[src/rtl/seg7_capture.sv]
// Observes a multiplexed active-low 7-segment bus, captures each digit once its
// pattern has been stable long enough, and emits one decoded frame per full scan.
module seg7_capture #(
    parameter int DIGITS        = 4,
    parameter int STABLE_CYCLES = 4
) (
    input  logic                clk,
    input  logic                rst_n,
    input  logic [DIGITS-1:0]   an_n,
    input  logic [0:6]          seg_n,
    output logic [4*DIGITS-1:0] digits,
    output logic [DIGITS-1:0]   err,
    output logic                frame_valid,
    input  logic                frame_ready,
    output logic                overrun
);

    typedef enum logic [1:0] {
        IDLE,
        SETTLE,
        CAPTURED
    } state_t;

    localparam logic [7:0] STABLE_U8 = 8'(STABLE_CYCLES);

    logic [DIGITS-1:0]   an_reg, an_prev_reg;
    logic [0:6]          seg_reg, seg_prev_reg;
    state_t              state_reg, state_next;
    logic [7:0]          cnt_reg, cnt_next;
    logic [DIGITS-1:0]   mask_reg, mask_next;
    logic [DIGITS-1:0]   sel;
    logic                single;
    logic                same;
    logic                capture;
    logic                frame_done;
    logic [3:0]          dec_val;
    logic                dec_err;
    logic [4*DIGITS-1:0] slot_vals;
    logic [DIGITS-1:0]   slot_errs;

    // Input sampling plus one sample of history for the stability comparison
    always_ff @(posedge clk or negedge rst_n) begin
        if (!rst_n) begin
            an_reg       <= '1;
            seg_reg      <= '1;
            an_prev_reg  <= '1;
            seg_prev_reg <= '1;
        end else begin
            an_reg       <= an_n;
            seg_reg      <= seg_n;
            an_prev_reg  <= an_reg;
            seg_prev_reg <= seg_reg;
        end
    end

    assign sel    = ~an_reg;
    assign single = $onehot(sel);
    assign same   = (an_reg == an_prev_reg) && (seg_reg == seg_prev_reg);

    always_ff @(posedge clk or negedge rst_n) begin
        if (!rst_n) begin
            state_reg <= IDLE;
            cnt_reg   <= '0;
            mask_reg  <= '0;
        end else begin
            state_reg <= state_next;
            cnt_reg   <= cnt_next;
            mask_reg  <= mask_next;
        end
    end

    always_comb begin
        state_next = state_reg;
        cnt_next   = cnt_reg;
        capture    = 1'b0;
        if (!single) begin
            state_next = IDLE;
            cnt_next   = '0;
        end else begin
            case (state_reg)
                IDLE: begin
                    state_next = SETTLE;
                    cnt_next   = 8'd1;
                end
                SETTLE: begin
                    if (!same) begin
                        cnt_next = 8'd1;
                    end else begin
                        cnt_next = cnt_reg + 8'd1;
                        if (cnt_reg + 8'd1 == STABLE_U8) begin
                            capture    = 1'b1;
                            state_next = CAPTURED;
                        end
                    end
                end
                CAPTURED: begin
                    if (!same) begin
                        state_next = SETTLE;
                        cnt_next   = 8'd1;
                    end
                end
                default: begin
                    state_next = IDLE;
                    cnt_next   = '0;
                end
            endcase
        end
    end

    // A full mask is handed to the output stage one edge after the last capture
    assign frame_done = &mask_reg;
    assign mask_next  = (frame_done ? '0 : mask_reg) | (capture ? sel : '0);

    always_comb begin
        dec_val = 4'hF;
        dec_err = 1'b0;
        case (seg_reg)
            7'b0000001: dec_val = 4'd0;
            7'b1001111: dec_val = 4'd1;
            7'b0010010: dec_val = 4'd2;
            7'b0000110: dec_val = 4'd3;
            7'b1001100: dec_val = 4'd4;
            7'b0100100: dec_val = 4'd5;
            7'b0100000: dec_val = 4'd6;
            7'b0001111: dec_val = 4'd7;
            7'b0000000: dec_val = 4'd8;
            7'b0000100: dec_val = 4'd9;
            default:    dec_err = 1'b1;
        endcase
    end

    for (genvar gi = 0; gi < DIGITS; gi++) begin : g_slot
        logic [3:0] val_reg;
        logic       err_reg;

        always_ff @(posedge clk or negedge rst_n) begin
            if (!rst_n) begin
                val_reg <= '0;
                err_reg <= 1'b0;
            end else if (capture && sel[gi]) begin
                val_reg <= dec_val;
                err_reg <= dec_err;
            end
        end

        assign slot_vals[4*gi +: 4] = val_reg;
        assign slot_errs[gi]        = err_reg;
    end

    // Output stage: a completed frame loads only if the slot is free or being drained
    always_ff @(posedge clk or negedge rst_n) begin
        if (!rst_n) begin
            digits      <= '0;
            err         <= '0;
            frame_valid <= 1'b0;
            overrun     <= 1'b0;
        end else if (frame_done) begin
            if (!frame_valid || frame_ready) begin
                digits      <= slot_vals;
                err         <= slot_errs;
                frame_valid <= 1'b1;
                if (frame_valid) begin
                    overrun <= 1'b0;
                end
            end else begin
                overrun <= 1'b1;
            end
        end else if (frame_valid && frame_ready) begin
            frame_valid <= 1'b0;
            overrun     <= 1'b0;
        end
    end

endmodule

[config.mk]
export PLATFORM = sky130hd
export DESIGN_NAME = seg7_capture
export DESIGN_NICKNAME = d
export VERILOG_FILES = /design/src/rtl/seg7_capture.sv
export SDC_FILE = /design/constraint.sdc
export NUM_CORES = 1
export LEC_CHECK = 0
export ABC_CLOCK_PERIOD_IN_PS = 4900
export CELL_PAD_IN_SITES_DETAIL_PLACEMENT = 0
export CELL_PAD_IN_SITES_GLOBAL_PLACEMENT = 1
export CORE_MARGIN = 3
export CORE_UTILIZATION = 45
export DETAILED_ROUTE_END_ITERATION = 6
export MAX_ROUTING_LAYER = met4
export PLACE_DENSITY = 0.84
export SETUP_SLACK_MARGIN = 0.05
export SLEW_MARGIN = 20
export SYNTH_ARGS = -nofsm -noshare
export SYNTH_HDL_FRONTEND = slang
export SYNTH_SLANG_ARGS = --single-unit
export TNS_END_PERCENT = 50
[constraint.sdc]
create_clock -name clk -period 4.9 [get_ports clk]
set_input_delay 1.47 -clock clk [delete_from_list [all_inputs] [get_ports clk]]
set_output_delay 1.47 -clock clk [all_outputs]
set_load 0.02 [all_outputs]
# Word level (Yosys, flattened, before mapping)
# Cells that the tools add are included.
# totals
elab_cells	85
input_bits	14
ff_bits	78
output_inout_bits	22
# classes
n_eq_ne	20
n_reduce_logical	17
muxes	23
bitwise	2
add_sub_neg	4
# ops
cell	count
case mux 4 bit (10 select lines)	1
two-way mux 8 bit	3
case mux 8 bit (3 select lines)	1
== test 7 x 3 -> 1 bit, second input constant	2
== test 7 x 6 -> 1 bit, second input constant	2
== test 7 bit, second input constant	2
inequality test 3 bit, second input constant	4
two-way mux 1 bit	11
OR reduction 10 bit	1
adder 8 x 1 -> 8 bit, second input constant	1
== test 8 x 3 -> 1 bit, second input constant	1
two-way mux 2 bit	4
two-way mux 4 bit	2
== test 7 x 1 -> 1 bit, second input constant	1
== test 7 x 4 -> 1 bit, second input constant	1
== test 7 x 5 -> 1 bit, second input constant	1
== test 7 bit	1
logical NOT 7 bit	1
logical AND 1 bit	6
case mux 2 bit (3 select lines)	1
AND reduction 5 bit	1
adder 1 x 1 -> 2 bit	2
== test 4 bit	1
NOT 4 bit	1
other kinds (13)	14

# Longest topological paths before layout
# Gate-level depths: netlist of the first run.
# depth
ltp_word	8
depth_mapped	11
mapped_depth_nobuf	10

# Worst setup path before layout of the first run
# Ideal clock, no wire load.
# synth_timing
path_type	register -> register
startpoint	register an_reg[1]
endpoint	register g_slot[2].val_reg[0]
n_path_buf	1
arrival_ns	3.369
t_required_ns	4.775
setup_time_ns	0.125
path_slack_ns	1.406
path_stages_with_launch	12
period_less_slack_ns	3.494
cell_sequence	dfstp_2 -> fa_1 -> inv_1 -> ha_1 -> ha_1 -> or3b_4 -> nor3b_4 -> nand4_4 -> or4b_4 -> buf_6 -> nor2_8 -> mux2_4
# synth_between
elab_chain_len	6
word_cells_on_any_way	10
cone_classes	add/sub (2); eq/ne (2); mux (3); bitwise (1); reduce/logical (2)
# synth_lines
element	line	text
from (decl)	26	logic [DIGITS-1:0] an_reg, an_prev_reg;
from (signal assigned)	49	an_reg <= an_n;
NOT 4 bit / == test 4 bit (equally long branches)	56, 58	
adder 1 x 1 -> 2 bit (implied by the code) / logical AND 1 bit (equally long branches)	57, 58	
adder 2 x 2 -> 3 bit (implied by the code) / two-way mux 1 bit (equally long branches)	57, 86	
== test 3 x 1 -> 1 bit / two-way mux 1 bit (equally long branches)	57, 80	
two-way mux 1 bit (*)	76	if (!single) begin
logical AND 1 bit (*)	140	end else if (capture && sel[gi]) begin
to (signal assigned)	141	val_reg <= dec_val;
to (decl)	133	logic [3:0] val_reg;
# Mark *: on every way between the ends. The rest lies on a longest branch, timed or not.
# A chain may end at the register's enable or synchronous reset.

# Worst setup path in the final report of the first run
# layout_timing
startpoint	register an_reg[1]
endpoint	register g_slot[1].val_reg[1]
# layout_between
elab_chain_len	6
word_cells_on_any_way	10
cone_classes	add/sub (2); eq/ne (2); mux (3); bitwise (1); reduce/logical (2)
# layout_lines
element	line
NOT 4 bit / == test 4 bit (equally long branches)	56, 58
adder 1 x 1 -> 2 bit (implied by the code) / logical AND 1 bit (equally long branches)	57, 58
adder 2 x 2 -> 3 bit (implied by the code) / two-way mux 1 bit (equally long branches)	57, 86
== test 3 x 1 -> 1 bit / two-way mux 1 bit (equally long branches)	57, 80
two-way mux 1 bit	76
logical AND 1 bit (*)	140
to (signal assigned)	141
to (decl)	133
# Marks and branches as above.

==> impl_metrics.ini, run 1 <==
[place]
port_buffers = 35
place_area_um2 = 3881
dp_hpwl_mm = 4.178
gp_congestion = 0.9080
dp_slack_ps = 1206
placed_cells = 372

[logic_synthesis]
synth_area_leaders = dfrtp_1 (41%), dfstp_2 (17%), mux2_2 (6.5%)
async_flop_share_pct = 100.0
syn-cell-area_um2 = 3453
synth_fp_nets = 265
synth_warnings = 0
synth-main-ff-cell = dfrtp_1
ys_types = 58
synth_common_cells = dfrtp_1 (56), dfstp_2 (22), mux2_2 (20)
yosysTopAreaCell = dfrtp_1
netlist.area_leader.share_pct = 40.58
synthCells = 246
post_synth.cell_area_avg_um2 = 14.04
ys_ff_latch = 78
synth_seq_area_share_pct = 57.32
synth_edf_count = 0
synth.most_common_cell = dfrtp_1

[finish]
diodes = 0
design_area_um2 = 4113
stdcell_count = 388
final_layout_size_suffix_gt1_share_pct = 31.14
fill_cells = 612
synthToLayoutAreaGrowth_pct = 19.09
final_core_util_pct = 56.10
final_nets = 303

[clocking]
ctsHoldBuffers = 0
cts_resized = 0
root_buffer = clkbuf_8
cts_buffer_depth = 2
cts_buffers = 9
cts_setup_buffers = 0
cts_max_level = 3
clk_transition_reported_paths_ps = 80
cts_tree = yes
cts.sinks = 78
clk_latency_ps = 340

[pwr]
powerDensity_nw_per_um2 = 310.4
leakage_nw = 1.894
peakVddDrop_uv = 184.6
p_comb_share_pct = 4.9
swShare_pct = 22.15
power_switching_mw = 0.2827
p_clk_share_pct = 41.6
p_total_mw = 1.276
intPower_mw = 0.9937
power_frac_seq_pct = 53.6

[sta]
final_max_slew_viol_count = 0
hold_violations = 0
tightest_slew_ps = 930.4
rsz0062_at_grt = false
finalSetupTns_ps = 0
clock_skew_ps = 4.303
setup_violations = 0
layout_setup_ws_ps = 1207
layout_min_cycle_time_ps = 3693
clock.fmax_mhz = 270.8
period_share_pct = 75.37
slew_headroom_pct = 37.16
hold_ws_ps = 420.5

[min_path]
worstHoldPathType = reg2reg

[global_route]
grt_max_degree = 79
grt_pass1_vias = 2051
grt-ovfl-total = 0
grt_usage_pct = 15.41
antenna_found_initial = 0
grt_pass1_wl_mm = 10.01

[floorplan]
start_util_pct = 47.11
dieArea_um2 = 8761
die_h_um = 93.60
ioPinCount = 36
core_area_um2 = 7331
fp-row-count = 31
chipWidth_um = 93.60

[critical_path]
path_max_fanout = 9
crit_required_ps = 5130
end_kind = register
arrival_ps = 3920
criticalPathCategory = reg2reg
cp-start-kind = register

[drt]
first_iter_violations = 68
drtAntennaViolNets = 0
drc = 0
avgViaCountPerCell = 5.142
wire_per_inst_um = 15.35
dr_total_vias = 1995
routed_wl_mm = 5.957
first_pass_iters = 4

[outcome]
status = finished, final reports clean

[flow_run]
cap_violations = 0
==> layout by cell type (no fill, tap or decap), types with 3 or more instances in the layout <==
master,count
dfrtp_1,56
nand2_1,7
nor2_1,5
dfstp_2,22
and3_1,3
inv_1,15
ha_1,4
mux2_4,12
nor2_8,4
o21ai_0,8
clkbuf_8,10
xor2_1,13
a32o_1,3
a21o_1,4
mux2i_1,10
clkdlybuf4s50_1,34
nand4_1,3
mux2_2,20
==> worst paths after layout <==
| path | slack, ps | cells past startpoint | startpoint | endpoint |
|---|---|---|---|---|
| setup / recovery | 1210 | 10 | an_reg[1] | g_slot[1].val_reg[1] |
| hold / removal | 420 | 0 | seg_reg[1] | seg_prev_reg[1] |
| setup reg to reg | 1210 | 10 | an_reg[1] | g_slot[1].val_reg[1] |
| hold reg to reg | 420 | 0 | seg_reg[1] | seg_prev_reg[1] |
| max in group asynchronous | 3030 | 1 | rst_n | cnt_reg[0] |
| min in group asynchronous | 1270 | 1 | rst_n | digits[8] |
==> metal layers <==
layer,wire length [um],up-vias,track usage [%]
li1,-,950,-
met1,2788,1000,20.23
met2,2844,38,22.45
met3,244,7,4.907
met4,80,0,5.897
met5,0,-,-
==> power groups by stage <==
| stage | Sequential [mW] | Clock [mW] | Combinational [mW] |
|---|---|---|---|
| floorplan | 0.688 | 0 | 0.0381 |
| global placement | 0.694 | 0 | 0.0628 |
| detailed placement | 0.695 | 0 | 0.0636 |
| CTS | 0.684 | 0.545 | 0.0639 |
| global route | 0.686 | 0.572 | 0.0697 |
| finish | 0.684 | 0.530 | 0.0624 |
==> kinds of logic (layout without fill, tap and decap cells) <==
family	after synthesis	count (layout)	share of synthesized area (%)
and+or+nand+nor	48	48	11.85
xor gates and xnor gates	15	15	3.804
AOI/OAI and AO/OA	35	35	7.355
muxes	42	42	14.64
adders and majority gates	5	5	2.029
DFF	78	78	57.32
buffers and inverters	23	66	3.007
==> worst max-delay path, stage by stage (launching register included) <==
cell and delay, ps:
dfstp_2 630, fa_1 440, inv_1 70, ha_1 140, ha_1 230, or3b_4 430
nor3b_4 270, nand4_4 180, or4b_4 670, nor2_8 200, mux2_4 310
==> layout make-up <==
type	instances	area (um2)	share of cell area, %
Timing Repair Buffer	35	347.8	8.458
Clock inverter	5	82.58	2.008
Inverter	15	56.30	1.369
Clock buffer	11	141.4	3.438
Sequential cell	78	1979	48.13
Tap cell	99	123.9	3.012
Multi-Input combinational cell	145	1381	33.59
Power figures use the tool's default switching activity.
==> inputs of run 2 (changes only) <==
- ABC_CLOCK_PERIOD_IN_PS: 4900 -> 3450
- clock period: 4.9 -> 3.45 ns (I/O delays scaled with it)
==> impl_metrics.ini, run 2 (same netlist as run 1, synthesis figures left out) <==
[finish]
design_area_um2 = 4229
diodes = 0
stdcell_count = 402
final_cell_mix = dfrtp_1 (56), clkdlybuf4s50_1 (34), dfstp_2 (22)
final_common_cell = dfrtp_1
fill_cells = 585
final_nets = 317
final_layout_size_suffix_gt1_share_pct = 34.65
synthToLayoutAreaGrowth_pct = 22.46

[clocking]
cts_buffers = 9
cts_tree = yes
root_buffer = clkbuf_8
ctsHoldBuffers = 0
clk_transition_reported_paths_ps = 80
cts_buffer_depth = 2
cts.sinks = 78
clk_latency_ps = 340
cts_max_level = 3

[place]
placed_cells = 382
place_area_um2 = 3956
port_buffers = 35
gp_congestion = 0.7975
dp_hpwl_mm = 4.222

[floorplan]
start_util_pct = 47.11
die_h_um = 93.60
core_area_um2 = 7331
ioPinCount = 36
dieArea_um2 = 8761
fp-row-count = 31
chipWidth_um = 93.60

[global_route]
grt_max_degree = 79
grt_usage_pct = 15.33
grt_pass1_vias = 2045
antenna_found_initial = 0
grt_pass1_wl_mm = 10.07
grt-ovfl-total = 0

[pwr]
leakage_nw = 1.962
peakVddDrop_uv = 241.3
power_switching_mw = 0.3854
p_clk_share_pct = 41.3
powerDensity_nw_per_um2 = 430.3
swShare_pct = 21.18
intPower_mw = 1.434
p_comb_share_pct = 5.6
power_frac_seq_pct = 53.1

[min_path]
worstHoldPathType = reg2reg
holdPathStages = 0
min_to = seg_prev_reg[3]
min_from = seg_reg[3]

[sta]
setup_violations = 0
clock.fmax_mhz = 295.5
finalSetupTns_ps = 0
hold_violations = 0
tightest_slew_ps = 939.0
period_share_pct = 98.08
slew_headroom_pct = 36.58
rsz0062_at_grt = true
final_max_slew_viol_count = 0
layout_min_cycle_time_ps = 3384
clock_skew_ps = 10.47

[critical_path]
crit_required_ps = 3680
cp-start-kind = register
arrival_ps = 3620
reg2reg_to = g_slot[3].val_reg[0]
end_kind = register
path_max_fanout = 6
reg2reg_from = an_reg[1]
ff2ff_path_depth = 10
criticalPathCategory = reg2reg
r2r_slack_ps = 70

[drt]
first_pass_iters = 4
drc = 0
avgViaCountPerCell = 5.082
wire_per_inst_um = 14.91
first_iter_violations = 72
routed_wl_mm = 5.995
drtAntennaViolNets = 0
dr_total_vias = 2043

[outcome]
status = finished, final reports clean

[flow_run]
cap_violations = 0
-- run 2: how the worst max path moves through the flow --
stage	from	to	slack, ps	depth (start not counted)
after floorplan	an_reg[1]	g_slot[2].val_reg[0]	-20	11
after global placement	an_reg[0]	g_slot[0].val_reg[3]	80	10
after detailed placement	an_reg[0]	g_slot[2].val_reg[1]	20	10
after CTS	an_reg[0]	g_slot[0].val_reg[0]	40	10
after global routing	an_reg[1]	g_slot[1].val_reg[1]	-40	10
final	an_reg[1]	g_slot[3].val_reg[0]	70	10
-- run 2: timing repair --
item	in CTS	in global routing
setup endpoints to repair	10	16
gates resized for setup	0	3
hold endpoints to repair	0	0
pin swaps	1	1
gates cloned	0	0
setup buffers	3	1
-- run 2: power by group through the flow --
stage	clock network, mW	logic (mW)	registers (mW)
floorplan	0	0.0540	0.976
global placement	0	0.0965	0.982
detailed placement	0	0.0982	0.983
CTS	0.775	0.102	0.966
global route	0.813	0.114	0.970
finish	0.752	0.102	0.966
-- run 2: cell type report --
cell class / instances / area, um2 / share of cell area (%)
clock inverters: 4 / 68.82 / 1.627
repair buffers: 49 / 456.7 / 10.80
flip-flops and latches: 78 / 1979 / 46.80
multi-input cells: 145 / 1389 / 32.84
inverters: 15 / 56.30 / 1.331
well taps: 99 / 123.9 / 2.929
clock buffers: 12 / 155.1 / 3.669
-- run 2: layer usage --
metal | global-route usage, % | vias up | share of wire [%]
met1 | 20.05 | 1024 | 47
met2 | 23.23 | 37 | 49
met4 | 4.332 | 0 | 1.1
li1 | - | 976 | -
met3 | 4.827 | 6 | 3.5
met5 | - | - | 0
-- run 2: stage by stage --
| stage | power (mW) | utilization [%] | worst slack [ps] | hold WS (ps) |
|---|---|---|---|---|
| finish | 1.820 | 57.69 | 66.36 | 419.6 |
| global route | 1.896 | 57.69 | -43.40 | 432.3 |
| CTS | 1.843 | 57.33 | 44.65 | 419.9 |
| detailed placement | 1.081 | 53.97 | 21.07 | 409.4 |
| global placement | 1.078 | 53.97 | 77.23 | 405.3 |
| floorplan | 1.030 | - | -24.62 | 351.9 |
-- run 2: critical path: stages (launching register included) --
cell and delay, ps:
dfstp_2 540, fa_1 410, inv_1 70, ha_2 180, ha_4 190, or3b_4 410, nor3b_4 230, nand4_4 100
or4b_4 640, nor2_8 200, mux2_4 310
